$ cat config.mk
export PLATFORM = sky130hd
export DESIGN_NAME = memmap_io
export DESIGN_NICKNAME = d
export VERILOG_FILES = /design/src/rtl/memmap_io.sv
export SDC_FILE = /design/constraint.sdc
export NUM_CORES = 2
export LEC_CHECK = 0
export BUFFER_PORTS_ARGS = -buffer_cell sky130_fd_sc_hd__buf_2
export CORE_MARGIN = 10
export CORE_UTILIZATION = 45
export DETAILED_ROUTE_END_ITERATION = 16
export GPL_TIMING_DRIVEN = 1
export SETUP_SLACK_MARGIN = 0.5
export SYNTH_ARGS = -nofsm -noshare
export SYNTH_HDL_FRONTEND = slang
export SYNTH_SLANG_ARGS = --single-unit
$ cat constraint.sdc
create_clock -name clk -period 13.2 [get_ports clk]
set_input_delay 0 -clock clk [delete_from_list [all_inputs] [get_ports clk]]
set_output_delay 0 -clock clk [all_outputs]
set_load 0.05 [all_outputs]
$ cat src/rtl/memmap_io.sv
// Memory-mapped I/O block: general word store, buffered PS/2 receive FIFO with
// status/overflow reporting, and a double-buffered VGA output word.
module memmap_io #(
    parameter int unsigned DATA_W     = 32,
    parameter int unsigned ADDR_W     = 6,
    parameter int unsigned NUM_REGS   = 32,
    parameter int unsigned FIFO_DEPTH = 8
) (
    input  logic              clk,
    input  logic              reset,
    input  logic [ADDR_W-1:0] dir,
    input  logic [DATA_W-1:0] dataWrite,
    input  logic              WE,
    input  logic              RE,
    input  logic [DATA_W-1:0] dataForPS2,
    input  logic              ps2Valid,
    input  logic              vsync,
    output logic [DATA_W-1:0] readData,
    output logic [DATA_W-1:0] dataForVGA,
    output logic              ps2Irq
);

    localparam int unsigned TOP    = 2 ** ADDR_W;
    localparam int unsigned PTR_W  = $clog2(FIFO_DEPTH);
    localparam int unsigned CNT_W  = PTR_W + 1;
    localparam int unsigned RAM_AW = (NUM_REGS > 1) ? $clog2(NUM_REGS) : 1;

    localparam logic [ADDR_W-1:0] A_VGA_CTRL = ADDR_W'(TOP - 4);
    localparam logic [ADDR_W-1:0] A_PS2_STAT = ADDR_W'(TOP - 3);
    localparam logic [ADDR_W-1:0] A_PS2_DATA = ADDR_W'(TOP - 2);
    localparam logic [ADDR_W-1:0] A_VGA_DATA = ADDR_W'(TOP - 1);
    localparam logic [CNT_W-1:0]  CNT_FULL   = CNT_W'(FIFO_DEPTH);

    // Storage
    logic [DATA_W-1:0] r_ram  [NUM_REGS];
    logic [DATA_W-1:0] r_fifo [FIFO_DEPTH];
    logic [PTR_W-1:0]  r_wr_ptr;
    logic [PTR_W-1:0]  r_rd_ptr;
    logic [CNT_W-1:0]  r_count;
    logic              r_ovf;
    logic              r_sync_mode;
    logic [DATA_W-1:0] r_stage;
    logic [DATA_W-1:0] r_vga;

    // Decode and FIFO control
    logic              w_ram_hit;
    logic [RAM_AW-1:0] w_ram_idx;
    logic              w_empty;
    logic              w_full;
    logic              w_pop;
    logic              w_push;
    logic              w_drop;
    logic              w_stat_clr;
    logic [DATA_W-1:0] w_read;

    assign w_ram_hit  = (32'(dir) < NUM_REGS);
    assign w_ram_idx  = RAM_AW'(dir);
    assign w_empty    = (r_count == '0);
    assign w_full     = (r_count == CNT_FULL);
    assign w_pop      = RE && (dir == A_PS2_DATA) && !w_empty;
    // A pop in the same cycle frees a slot, so a full FIFO still accepts the push
    assign w_push     = ps2Valid && (!w_full || w_pop);
    assign w_drop     = ps2Valid && w_full && !w_pop;
    assign w_stat_clr = WE && (dir == A_PS2_STAT);

    // General word store
    always_ff @(posedge clk) begin
        if (reset) begin
            for (int i = 0; i < int'(NUM_REGS); i++) begin
                r_ram[i] <= '0;
            end
        end else if (WE && w_ram_hit) begin
            r_ram[w_ram_idx] <= dataWrite;
        end
    end

    // FIFO payload; contents past the read pointer are never exposed, so no reset
    always_ff @(posedge clk) begin
        if (!reset && w_push) begin
            r_fifo[r_wr_ptr] <= dataForPS2;
        end
    end

    // FIFO pointers and occupancy
    always_ff @(posedge clk) begin
        if (reset) begin
            r_wr_ptr <= '0;
            r_rd_ptr <= '0;
            r_count  <= '0;
        end else begin
            if (w_push) begin
                r_wr_ptr <= r_wr_ptr + PTR_W'(1);
            end
            if (w_pop) begin
                r_rd_ptr <= r_rd_ptr + PTR_W'(1);
            end
            case ({w_push, w_pop})
                2'b10:   r_count <= r_count + CNT_W'(1);
                2'b01:   r_count <= r_count - CNT_W'(1);
                default: r_count <= r_count;
            endcase
        end
    end

    // Sticky overflow; a dropped push wins over a simultaneous clear
    always_ff @(posedge clk) begin
        if (reset) begin
            r_ovf <= 1'b0;
        end else if (w_drop) begin
            r_ovf <= 1'b1;
        end else if (w_stat_clr) begin
            r_ovf <= 1'b0;
        end
    end

    // VGA staging and commit; commit always samples the pre-edge staging value
    always_ff @(posedge clk) begin
        if (reset) begin
            r_sync_mode <= 1'b0;
            r_stage     <= '0;
            r_vga       <= '0;
        end else begin
            if (WE && (dir == A_VGA_CTRL)) begin
                r_sync_mode <= dataWrite[0];
            end
            if (WE && (dir == A_VGA_DATA)) begin
                r_stage <= dataWrite;
            end
            if (!r_sync_mode || vsync) begin
                r_vga <= r_stage;
            end
        end
    end

    // Zero-latency read mux
    always_comb begin
        w_read = '0;
        if (w_ram_hit) begin
            w_read = r_ram[w_ram_idx];
        end else begin
            case (dir)
                A_VGA_CTRL: w_read = DATA_W'(r_sync_mode);
                A_PS2_STAT: w_read = DATA_W'({r_count, r_ovf, w_full, w_empty});
                A_PS2_DATA: begin
                    if (!w_empty) begin
                        w_read = r_fifo[r_rd_ptr];
                    end
                end
                A_VGA_DATA: w_read = r_stage;
                default:    w_read = '0;
            endcase
        end
    end

    assign readData   = w_read;
    assign dataForVGA = r_vga;
    assign ps2Irq     = !w_empty;

endmodule

---- After elaboration in Yosys (flattened, before gate mapping) ----
Memories as Yosys holds them, arrays and structs flattened. A register that Yosys moved wholly into a read port is not among the register bits.
Cells that the tools add are included.
Widths: inputs -> output; s select.
word-level totals
  register bits after elaboration ......... 76
  bits in latches ......................... 0
  RAM bits ................................ 1280
  ROM bits ................................ 0
  logic and storage cells ................. 60
  memories kept ........................... 2
cells by class
  $add $sub $neg .......................... 4
  $mul .................................... 0
  div/mod/pow operators ................... 0
  magnitude comparators ................... 1
  eq/ne operators ......................... 7
  shift operators ......................... 0
  multiplexer cells ....................... 18
  bitwise logic cells ..................... 0
  reduce and logical (&&, ||, !) cells .... 21
memories
  name    words  width  rd ports  clocked after memory_dff  write ports  RTL line  RTL
  r_ram   32     32     1         0                         32           35        logic [DATA_W-1:0] r_ram [NUM_REGS];
  r_fifo  8      32     1         1                         1            36        logic [DATA_W-1:0] r_fifo [FIFO_DEPTH];
operators with widths
  operator             count
  $pmux 32 s4          1
  $mux 32              3
  $reduce_or 32->1     1
  $eq 6x6->1 const B   4
  $logic_and 1x1->1    10
  $mux 1               10
  $pmux 4 s2           1
  $add 3x1->3 const B  2
  $lt 6x6->1 const B   1
  $mux 3               2
  $logic_not 1->1      5
  $mux 5               1
  $add 4x1->4 const B  1
  $eq 4x4->1 const B   1
  $logic_not 4->1      1
  $reduce_bool 2->1    2
  $sub 4x1->4 const B  1
  $eq 2x1->1 const B   1
  $eq 2x2->1 const B   1
  $logic_or 1x1->1     2

---- Logic depth before layout (Yosys ltp) ----
  word-level depth ........................ 8
  depth in mapped cells ................... 9
  gate-level depth less buffers ........... 8

---- Least setup slack after synthesis ----
OpenSTA, ideal clock, no wires.
  path type ............................... register to register
  start point ............................. register r_count[0]
  end point ............................... memory r_fifo[0][0] (enable)
  setup time .............................. 0.461 ns
  arrival ................................. 4.018 ns
  required time ........................... 12.739 ns
  setup slack ............................. 8.721 ns
  cell stages (with the launch flop) ...... 8
  cells stage by stage .................... dfxtp_1 > buf_2 > nor4_1 > or4b_1 > buf_2 > a21bo_1 > or3_4 > nor3_1
on the way
  word-level cells in the longest chain between the ends .. 8
RTL lines
  element                           RTL line  RTL
  from (decl)                       39        logic [CNT_W-1:0] r_count;
  from (signal assigned)            98        2'b10: r_count <= r_count + CNT_W'(1);
  from (signal assigned)            99        2'b01: r_count <= r_count - CNT_W'(1);
  from (signal assigned)            100       default: r_count <= r_count;
  $logic_not 4->1                   58        assign w_empty = (r_count == '0);
  $logic_not 1->1                   60        assign w_pop = RE && (dir == A_PS2_DATA) && !w_empty;
  $logic_and 1x1->1                 60
  $logic_or 1x1->1 (*)              62        assign w_push = ps2Valid && (!w_full || w_pop);
  $logic_and 1x1->1 (*)             62
  $logic_and 1x1->1 (*)             79        if (!reset && w_push) begin
  $mux 1 (*)                        79
  $mux 1 (implied by the code) (*)  80        r_fifo[r_wr_ptr] <= dataForPS2;
  to (decl)                         36
Every way passes the cells marked *; elsewhere a longest branch is shown, timed or not.

==> flow_summary.toml <==
[run_status]
status = "complete, no violations"

[sta]
slew_headroom_pct = 24.7
fin_worst_skew_ns = 0.0237
rsz0062_at_grt = "no"
period_needed_ns = 4.58
period_share_pct = 34.7
setup_viol = 0
holdWs_ns = 0.0532
setup_ws_ns = 8.62
drv_slew = 0
fmax_mhz = 219
hold_violations = 0
worstMarginPinSlew_ns = 1.12
setup_tns_ns = 0

[power_and_ir_drop]
fin_total_pwr_uw = 9570
leakage_uw = 0.0231
power_density_nw_per_um2 = 143
peakVddDrop_v = 0.0000960

[global_route]
grt_pass1_wl_mm = 265
antenna_found_initial = 26
gr-usage-all-layers_pct = 25.3
grt.overflow.total = 0
grt_max_degree = 130
grt_pass1_vias = 34300

[layout]
drive_above_1_share_pct = 19.7
fin_nets = 4047
layoutNonFillerInstCount = 5853
area_growth_pct = 13.3
multi_input_area_um2 = 17900
fill_cells = 10900
final-seq-area_um2 = 40000

[cts]
numCtsBuffers = 145
cts_tree = "done"
path_clk_slew_ns = 0.06
cts_sinks = 1359
post-cts-setup-buffers = 0
clk_latency_ns = 0.76
cts_buffer_depth = 3
htree_num_levels = 4
cts_root_buf = "clkbuf_16"

[floorplanning]
die_area_um2 = 146000
start_util_pct = 45.1
fp.dieH_um = 383
rows = 133
coreArea_um2 = 131000
ios = 141
die_x_um = 383

[place]
gp_congestion = 0.840
dp_hpwl_mm = 110
dpl_worst_slack_ns = 9.03
port_buffers = 140
dp.cells = 5503

[critical_path]
required_ns = 13.20
cp_max_fo = 40
crit_chain = "buf_4 > mux4_2 > mux2_2 > a221oi_1 > a31oi_1 > buf_2"
startpoint_type = "flip-flop"
arrival_ns = 4.58
crit_path_end_kind = "primary output"
path_class = "flip-flop to primary output"
slowest_stage = "dfxtp_4"
crit_family = "compound AO/OA/AOI/OAI gates"
worst-path-buf-inv = 2
cp_slowest_stage_delay_ns = 0.93

[logic_synthesis]
synth_edf_count = 1280
syn-instance-count = 3850
synth.net_count = 3929
ys_ff_latch = 1359
synth_ff_type = "edfxtp_1"
ys_seq_area_share_pct = 67.6
ys_types = 59
ys.warnings.count = 0
syn_area_per_cell_um2 = 15.4
synthesis.area_um2 = 59200
ys_async_sr_fraction_pct = 0

[drt]
vias = 35000
first_pass_iters = 6
drt-total-wl_mm = 188
wire_per_inst_um = 32.1
viasPerCell = 5.98
remaining_drc_errors = 0
drtAntennaViolNets = 0
drtIter0Drc = 4360

[flow_run]
drv_cap = 0

[min_path]
hp-class = "input port to flip-flop"
worst paths after layout:
path,from,end,slack [ns],cells after the start
worst min register to register,dataForVGA[23],dataForVGA[23],0.45,2
worst min-delay path,dataForPS2[25],r_fifo[1][25],0.05,2
worst max register to register,r_count[1],r_fifo[1][21],9.53,6
worst max-delay path,flip-flop,readData[30],8.62,6
sequential cells by signal, summed over array words and instances, names as in the netlist, named ones only:
register     count
r_wr_ptr         3
r_ovf            1
r_fifo         256
r_sync_mode      1
dataForVGA      32
r_stage         32
r_ram         1024
r_rd_ptr         3
r_count          4
synthesized netlist by cell type, types with 2 or more instances:
cell / number / area [um^2]
edfxtp_1: 1280 / 38400
and2_1: 1028 / 6430
clkbuf_1: 272 / 1020
mux4_2: 242 / 5450
mux2i_1: 163 / 1630
nand2_1: 156 / 586
a21oi_1: 93 / 465
dfxtp_1: 79 / 1580
o22ai_1: 69 / 432
buf_2: 61 / 305
nor2_1: 58 / 218
a22oi_1: 43 / 323
a221oi_1: 41 / 359
or2_2: 32 / 200
mux2_2: 31 / 349
a22o_1: 21 / 184
nor4_1: 19 / 119
a31oi_1: 16 / 100
o21ai_0: 15 / 75.1
buf_1: 14 / 52.6
nand2b_1: 10 / 62.6
nand3_1: 9 / 45.0
a211o_1: 8 / 70.1
nor3_1: 8 / 40.0
a41oi_1: 7 / 61.3
inv_1: 7 / 26.3
nand3b_1: 6 / 45.0
a211oi_1: 5 / 37.5
nor2b_1: 5 / 31.3
o221ai_1: 5 / 43.8
and3_1: 4 / 25.0
buf_4: 3 / 22.5
ha_1: 3 / 37.5
nand4_1: 3 / 18.8
or3_1: 3 / 18.8
or4b_2: 3 / 30.0
xnor2_1: 3 / 26.3
xor2_1: 3 / 26.3
nor3b_1: 2 / 15.0
layer usage:
metal,global-route usage [%],part of all wire (%),vias to the layer above
met5,0,0.047,-
met4,8.56,3.5,12
met3,4.69,9.4,295
met2,39.4,46,1843
met1,35.8,41,18300
li1,-,-,14600
layout by cell type (no fill, tap or decap), drive strengths merged, types with 32 or more instances in the layout:
master and n:
nor2 59, mux4 242, or2 32, edfxtp 1280, buf 249, mux2i 163
clkbuf 195, clkinv 53, nand2 156, a22oi 43, a21oi 93, dfxtp 79
dlygate4sd3 73, and2 1029, a221oi 41, o22ai 69
through the flow:
step           utilization, %  cell area (um^2)
3_5_place_dp             47.1             61700
6_report                 51.1             67100
4_1_cts                  51.1             67000
5_1_grt                  51.1             67000
2_1_floorplan               -             59200
3_3_place_gp             47.1             61700
layout make-up:
type / instances / share of cell area [%]
repair buffers: 322 / 3.43
inverters: 8 / 0.0448
clock inverters: 70 / 0.933
multi-input cells: 2132 / 26.7
diodes: 12 / 0.0448
clock buffers: 195 / 5.91
flip-flops and latches: 1359 / 59.7
well taps: 1755 / 3.27
cell families after synthesis:
group,after synthesis,synth area share [%]
DFF,1359,67.6
xor gates and xnor gates,6,0.0888
and+or+nand+nor,1356,13.5
muxes,436,12.6
AOI/OAI and AO/OA,331,3.75
buffers and inverters,359,2.43
adders and majority gates,3,0.0634
repair_timing:
| item | 4_1_cts | 5_1_grt |
|---|---|---|
| hold buffers | 73 | 0 |
| endpoints found under the hold margin | 1136 | 0 |
| resized for setup | 0 | 0 |
report_power, final:
part	internal [uW]	leakage (uW)	total, uW	switching (uW)
clock	2290	0.00224	3980	1700
sequential	4890	0.0127	4940	50.9
combinational	203	0.00814	651	447
total	7380	0.0231	9570	2190
Note: power is estimated with default switching activity, not from simulation.
